==> src/rtl/spi_slave_param.sv <==
// SPI slave: {cmd[1:0], payload} frames with read-address / read-data
// sequencing and a memory-side tx handshake for read responses.
module spi_slave_param #(
  parameter int DATA_W = 8
) (
  input  logic              clk,
  input  logic              rst_n,
  input  logic              SS_n,
  input  logic              MOSI,
  input  logic              tx_valid,
  input  logic [DATA_W-1:0] tx_data,
  output logic              MISO,
  output logic              rx_valid,
  output logic [DATA_W+1:0] rx_data,
  output logic              frame_err
);

  localparam int FRAME_W = DATA_W + 2;
  localparam int CW      = $clog2(FRAME_W) + 1;
  localparam int TW      = $clog2(DATA_W) + 1;

  localparam logic [CW-1:0] LAST    = CW'(FRAME_W - 1);
  localparam logic [TW-1:0] TX_LAST = TW'(DATA_W);

  typedef enum logic [2:0] {
    IDLE,
    CHK_CMD,
    WRITE,
    READ_ADDR,
    READ_DATA,
    TX,
    DONE
  } state_t;

  state_t state, state_nx;

  logic [CW-1:0]      cnt;
  logic [FRAME_W-2:0] sr;
  logic               rd_addr_seen;
  logic [DATA_W-1:0]  tx_sr;
  logic [TW-1:0]      tx_cnt;
  logic               tx_busy;

  logic shift_en;
  logic last_bit;
  logic abort;
  logic tx_load;
  logic tx_step;
  logic tx_end;

  always_ff @(posedge clk or negedge rst_n) begin
    if (!rst_n) state <= IDLE;
    else        state <= state_nx;
  end

  always_comb begin
    state_nx = state;
    shift_en = 1'b0;
    last_bit = 1'b0;
    abort    = 1'b0;
    tx_load  = 1'b0;
    tx_step  = 1'b0;
    tx_end   = 1'b0;
    unique case (state)
      IDLE: begin
        if (!SS_n) state_nx = CHK_CMD;
      end
      CHK_CMD: begin
        if (SS_n) begin
          abort = 1'b1;
        end else begin
          shift_en = 1'b1;
          if (!MOSI)             state_nx = WRITE;
          else if (rd_addr_seen) state_nx = READ_DATA;
          else                   state_nx = READ_ADDR;
        end
      end
      WRITE, READ_ADDR, READ_DATA: begin
        if (SS_n) begin
          abort = 1'b1;
        end else begin
          shift_en = 1'b1;
          if (cnt == LAST) begin
            last_bit = 1'b1;
            state_nx = (state == READ_DATA) ? TX : DONE;
          end
        end
      end
      TX: begin
        if (SS_n) begin
          abort = 1'b1;
        end else if (!tx_busy) begin
          tx_load = tx_valid;
        end else if (tx_cnt == TX_LAST) begin
          tx_end   = 1'b1;
          state_nx = DONE;
        end else begin
          tx_step = 1'b1;
        end
      end
      DONE: begin
        if (SS_n) state_nx = IDLE;
      end
      default: state_nx = IDLE;
    endcase
    if (abort) state_nx = IDLE;
  end

  // Receive path: sr collects the frame, rx_data only updates on completion.
  always_ff @(posedge clk or negedge rst_n) begin
    if (!rst_n) begin
      cnt          <= '0;
      sr           <= '0;
      rx_data      <= '0;
      rx_valid     <= 1'b0;
      frame_err    <= 1'b0;
      rd_addr_seen <= 1'b0;
    end else begin
      rx_valid  <= last_bit;
      frame_err <= abort;
      if (state == IDLE || abort || last_bit) cnt <= '0;
      else if (shift_en)                      cnt <= cnt + CW'(1);
      if (shift_en) sr <= {sr[FRAME_W-3:0], MOSI};
      if (last_bit) rx_data <= {sr, MOSI};
      if (last_bit && state == READ_ADDR) rd_addr_seen <= 1'b1;
      else if (tx_end)                    rd_addr_seen <= 1'b0;
    end
  end

  // Transmit path: MSB leaves on the capture edge, then one bit per cycle.
  always_ff @(posedge clk or negedge rst_n) begin
    if (!rst_n) begin
      tx_sr   <= '0;
      tx_cnt  <= '0;
      tx_busy <= 1'b0;
      MISO    <= 1'b0;
    end else if (tx_load) begin
      tx_sr   <= {tx_data[DATA_W-2:0], 1'b0};
      tx_cnt  <= TW'(1);
      tx_busy <= 1'b1;
      MISO    <= tx_data[DATA_W-1];
    end else if (tx_step) begin
      tx_sr  <= {tx_sr[DATA_W-2:0], 1'b0};
      tx_cnt <= tx_cnt + TW'(1);
      MISO   <= tx_sr[DATA_W-1];
    end else begin
      tx_cnt  <= '0;
      tx_busy <= 1'b0;
      MISO    <= 1'b0;
    end
  end

endmodule

==> config.mk <==
export PLATFORM = sky130hd
export DESIGN_NAME = spi_slave_param
export DESIGN_NICKNAME = d
export VERILOG_FILES = /design/src/rtl/spi_slave_param.sv
export SDC_FILE = /design/constraint.sdc
export NUM_CORES = 1
export LEC_CHECK = 0
export ABC_AREA = 0
export BUFFER_PORTS_ARGS = -buffer_cell sky130_fd_sc_hd__buf_2
export CORE_MARGIN = 2
export CORE_UTILIZATION = 25
export DETAILED_ROUTE_END_ITERATION = 16
export GPL_ROUTABILITY_DRIVEN = 0
export PLACE_DENSITY = 0.37
export SYNTH_ARGS = -nofsm -noshare
export SYNTH_HDL_FRONTEND = slang
export SYNTH_SLANG_ARGS = --single-unit
==> constraint.sdc <==
create_clock -name clk -period 2.81 [get_ports clk]
set_input_delay 0.281 -clock clk [delete_from_list [all_inputs] [get_ports clk]]
set_output_delay 0.281 -clock clk [all_outputs]
set_load 0.005 [all_outputs]
; ---- After elaboration in Yosys (flattened, before gate mapping)
; Cells that the tools add are included.
[totals]
regBits = 44
input_bits = 13
out_inout_bits = 13
wordCells = 84
[classes]
n_addsub = 2
n_eq_ne = 17
mux = 43
n_reduce_logical = 11
[op_table]
columns = cell, count
row1 = 2-to-1 mux 3 bit, 11
row2 = 2-to-1 mux 1 bit, 24
row3 = "!= test 3 bit, second input constant", 8
row4 = 2-to-1 mux 8 bit, 2
row5 = one-hot mux 3 bit (5 select lines), 1
row6 = 2-to-1 mux 5 bit, 2
row7 = "equality test 3 bit, second input constant", 3
row8 = 2-to-1 mux 4 bit, 2
row9 = AND reduction 8 bit, 1
row10 = "equality test 3 x 2 -> 1 bit, second input constant", 2
row11 = nonzero test 2 bit, 3
row12 = "adder 5 x 1 -> 5 bit, second input constant", 1
row13 = "equality test 5 x 4 -> 1 bit, second input constant", 1
row14 = OR reduction 5 bit, 1
row15 = "adder 4 x 1 -> 4 bit, second input constant", 1
row16 = "equality test 4 bit, second input constant", 1
row17 = OR reduction 4 bit, 1
row18 = "equality test 3 x 1 -> 1 bit, second input constant", 1
row19 = logical NOT 3 bit, 1
row20 = OR reduction 3 bit, 1
row21 = logical OR 1 bit, 2
row22 = 2-to-1 mux 2 bit, 1
row23 = "!= test 2 bit, second input constant", 1
row24 = logical AND 1 bit, 1

; ---- Longest topological paths before layout
[depth]
word_depth = 7
mapped_depth = 7
mapped_depth_nobuf = 6

; ---- Worst setup path before layout
; Ideal clock, no wire load.
[synth_path]
path_kind = flip-flop to flip-flop
from = reg state[2]
to = reg cnt[1]
setup_time_ns = 0.094
t_arrival_ns = 1.614
required_time_ns = 2.716
setup_slack_ns = 1.101
path_stages_with_launch = 8
path_buffers = 1
period_less_slack_ns = 1.709
path_cell_list = dfrtp_1 -> buf_2 -> inv_1 -> ha_1 -> inv_1 -> o21ai_1 -> o311ai_1 -> a211oi_1
[synth_between]
elab_chain_len = 6
word_cells_on_any_way = 16
cone_classes = eq/ne: 5 / mux: 4 / reduce/logical: 7
[synth_rtl]
columns = element, line_no
row1 = from (decl), 35  ; state_t state, state_nx;
row2 = from (signal assigned), 53  ; else state <= state_nx;
row3 = equality test 3 bit (tied with other cells), 64  ; unique case (state)
row4 = OR reduction 5 bit (no line), -
row5 = 2-to-1 mux 1 bit, -
row6 = logical OR 1 bit (2 in series), 121  ; if (state == IDLE || abort || last_bit) cnt <= '0;
row7 = 2-to-1 mux 5 bit / nonzero test 2 bit (equally long branches), -
row8 = to (signal assigned), 122  ; else if (shift_en) cnt <= cnt + CW'(1);
row9 = to (decl), 37  ; logic [CW-1:0] cnt;
; Parallel ways exist; a longest one is shown, timed or not.
; A chain may end at the register's enable or synchronous reset.

; ---- Worst setup path in the final report
; Ends and elaborated chain as after synthesis.

==> reports/qor.csv <==
metric,value,unit
dp_slack,0.791,ns
wl_per_cell,13.3,um
die_h,94.4,um
async_flop_share,100,%
fp.dieArea,8910,um2
synth_warnings,0,
setup_viol,0,
postCtsHoldBufs,0,
drtIter0Drc,27,
ios,26,
cts_setup_buffers,0,
fin_crit,2.04,ns
rsz0062_at_grt,false,
grt_antenna_before_repair,0,
synthesis.area,2040,um2
insertion_delay,0.29,ns
r2r_slack,0.77,ns
hold_path.class,input pin to async pin,
placedCellCount,312,
start_util,26.2,%
drc,0,
drive_above_1_share,21.7,%
p_per_area,794,nW/um2
criticalPathCategory,flop to flop,
finalHoldViolCount,0,
synth-seq-area-share,52.7,%
final_cells,319,
nNetsFinal,236,
r2r-start,state[2],
fmax,491,MHz
crit_chain,"inv_1, ha_1, inv_1, o21ai_1, o311ai_1, a211oi_1",
critPathLaunchType,flop,
dpl.hpwl,2890,um
drt_wl_total,4250,um
clkTransAtPathRegs,0.08,ns
synth_edf_count,0,
crit_path_end_kind,flop,
setup_tns,0,ns
syn_area_per_cell,10.6,um2
grt_pass1_wl,7490,um
vias,1421,
clkSinkCount,43,
hold_ws,0.158,ns
clockRootBuffer,clkbuf_8,
cap_viol_max_count,0,
cts_tree,done,
areaGrowthSynthToFinish,15.4,%
h-tree-depth,2,
ant_nets,0,
critPathBufInv,2,
clock_path_buffers,2,
worst_pin_slew,1.00,ns
n_antenna_cell,0,
synth_nets,212,
vdd_drop_max,0.222,mV
cp.arrival,2.24,ns
coreArea,7810,um2
slew_headroom,33.2,%
gr-total-overflow,0,
fin_worst_skew,0.00167,ns
path_delay_family,compound AO/OA/AOI/OAI gates,
leakage,1.17,nW
drt_pass1_iterations,4,
cts_resized,0,
crit_path_frequent_cell,inv_1,
path_max_fanout,14,
syn_inst,193,
layout_setup_ws,0.773,ns
grt_max_degree,44,
cp_data_required_time,3.01,ns
rows,32,
slew_violations,0,
slowest_stage,dfrtp_1,
cts_made_buffers,5,
ys.flop_type,dfrtp_1,
grt_usage,10.8,%
critPathMaxStageDelay,0.58,ns
die_x,94.4,um
synth_cell_type_count,43,
ys_seq_elements,43,
grt_pass1_vias,1486,
status,finished clean,
viasPerCell,4.45,
fillers,834,
io_buffers,25,
cp.depth,6,
ff2ff_path_depth,6,
crit_start,state[2],
fin_crit_sh,72.5,%
-- metrics by stage --
stage / utilization (%) / cell area (um2) / total power, mW
after CTS: 30.2 / 2360 / 1.90
after global placement: 28.9 / 2250 / 1.42
after detailed placement: 28.9 / 2250 / 1.41
final: 30.2 / 2360 / 1.87
after global routing: 30.2 / 2360 / 2.03
after floorplan: - / 2040 / 1.27
-- cells in the mapped netlist (2+ instances only) --
cell,n,area (um2)
and3_1,2,12.5
a221o_1,2,20.0
inv_1,13,48.8
a311oi_1,2,17.5
nor2b_1,3,18.8
a211oi_1,3,22.5
a21o_1,6,45.0
o211ai_1,2,15.0
o31ai_1,3,22.5
xnor2_1,4,35.0
nor2_1,10,37.5
mux2_2,11,124
a21oi_1,6,30.0
dfrtp_1,43,1080
buf_2,6,30.0
buf_4,2,15.0
ha_1,6,75.1
a22o_1,5,43.8
nand2b_1,2,12.5
nand3_1,8,40.0
nand2_1,32,120
-- worst paths after layout --
path | to
setup / recovery | cnt[1]
hold / removal | frame_err
setup reg to reg | cnt[1]
hold reg to reg | tx_sr[6]
max in group asynchronous | sr[3]
min in group clk | tx_sr[1]
-- sequential cells by signal (all words and copies together) (netlist names) --
register      cells
frame_err         1
tx_cnt            4
sr                9
rx_valid          1
rx_data          10
state             3
MISO              1
rd_addr_seen      1
tx_sr             7
tx_busy           1
cnt               5
-- cell type report --
type / instances / area [um2] / share of cell area, %
clock inverter: 1 / 30.0 / 1.27
clock buffer: 6 / 72.6 / 3.08
timing repair buffer: 26 / 133 / 5.63
tap: 102 / 128 / 5.41
sequential: 43 / 1080 / 45.6
multi-input combinational: 128 / 870 / 36.9
inverter: 13 / 48.8 / 2.07
-- layout by cell type, fill, tap and decap left out, types with 3 or more instances in the layout --
| cell type | synthesis | layout |
|---|---|---|
| buf_2 | 6 | 25 |
| a22o_1 | 5 | 5 |
| inv_1 | 13 | 13 |
| dfrtp_1 | 43 | 43 |
| nand3_1 | 8 | 8 |
| nor2b_1 | 3 | 3 |
| clkbuf_8 | 0 | 5 |
| nor2_1 | 10 | 10 |
| xnor2_1 | 4 | 4 |
| nand2_1 | 32 | 32 |
| a211oi_1 | 3 | 3 |
| a21oi_1 | 6 | 6 |
| o31ai_1 | 3 | 3 |
| a21o_1 | 6 | 6 |
| mux2_2 | 11 | 11 |
| ha_1 | 6 | 6 |
-- where the power goes --
part / internal [mW] / leakage, nW / total (mW) / switching [mW]
registers: 0.753 / 0.576 / 0.895 / 0.142
logic: 0.223 / 0.548 / 0.498 / 0.274
clock network: 0.261 / 0.0513 / 0.478 / 0.217
total: 1.24 / 1.17 / 1.87 / 0.633
-- kinds of logic after synthesis --
kind of cell | synth area share (%)
and+or+nand+nor | 17.2
DFF | 52.7
AOI/OAI and AO/OA | 13.5
buffers and inverters | 4.78
muxes | 6.06
adders and majority gates | 3.67
xor gates and xnor gates | 2.14
-- per-layer routing --
layer,wire [um],vias to the layer above,GRT usage (%),part of all wire [%]
met5,0,-,0,0
met4,44,0,3.26,1.0
met3,128,5,2.63,3.0
li1,-,717,-,-
met1,2230,676,15.3,52
met2,1850,23,16.3,44
Note: power is estimated with default switching activity, not from simulation.
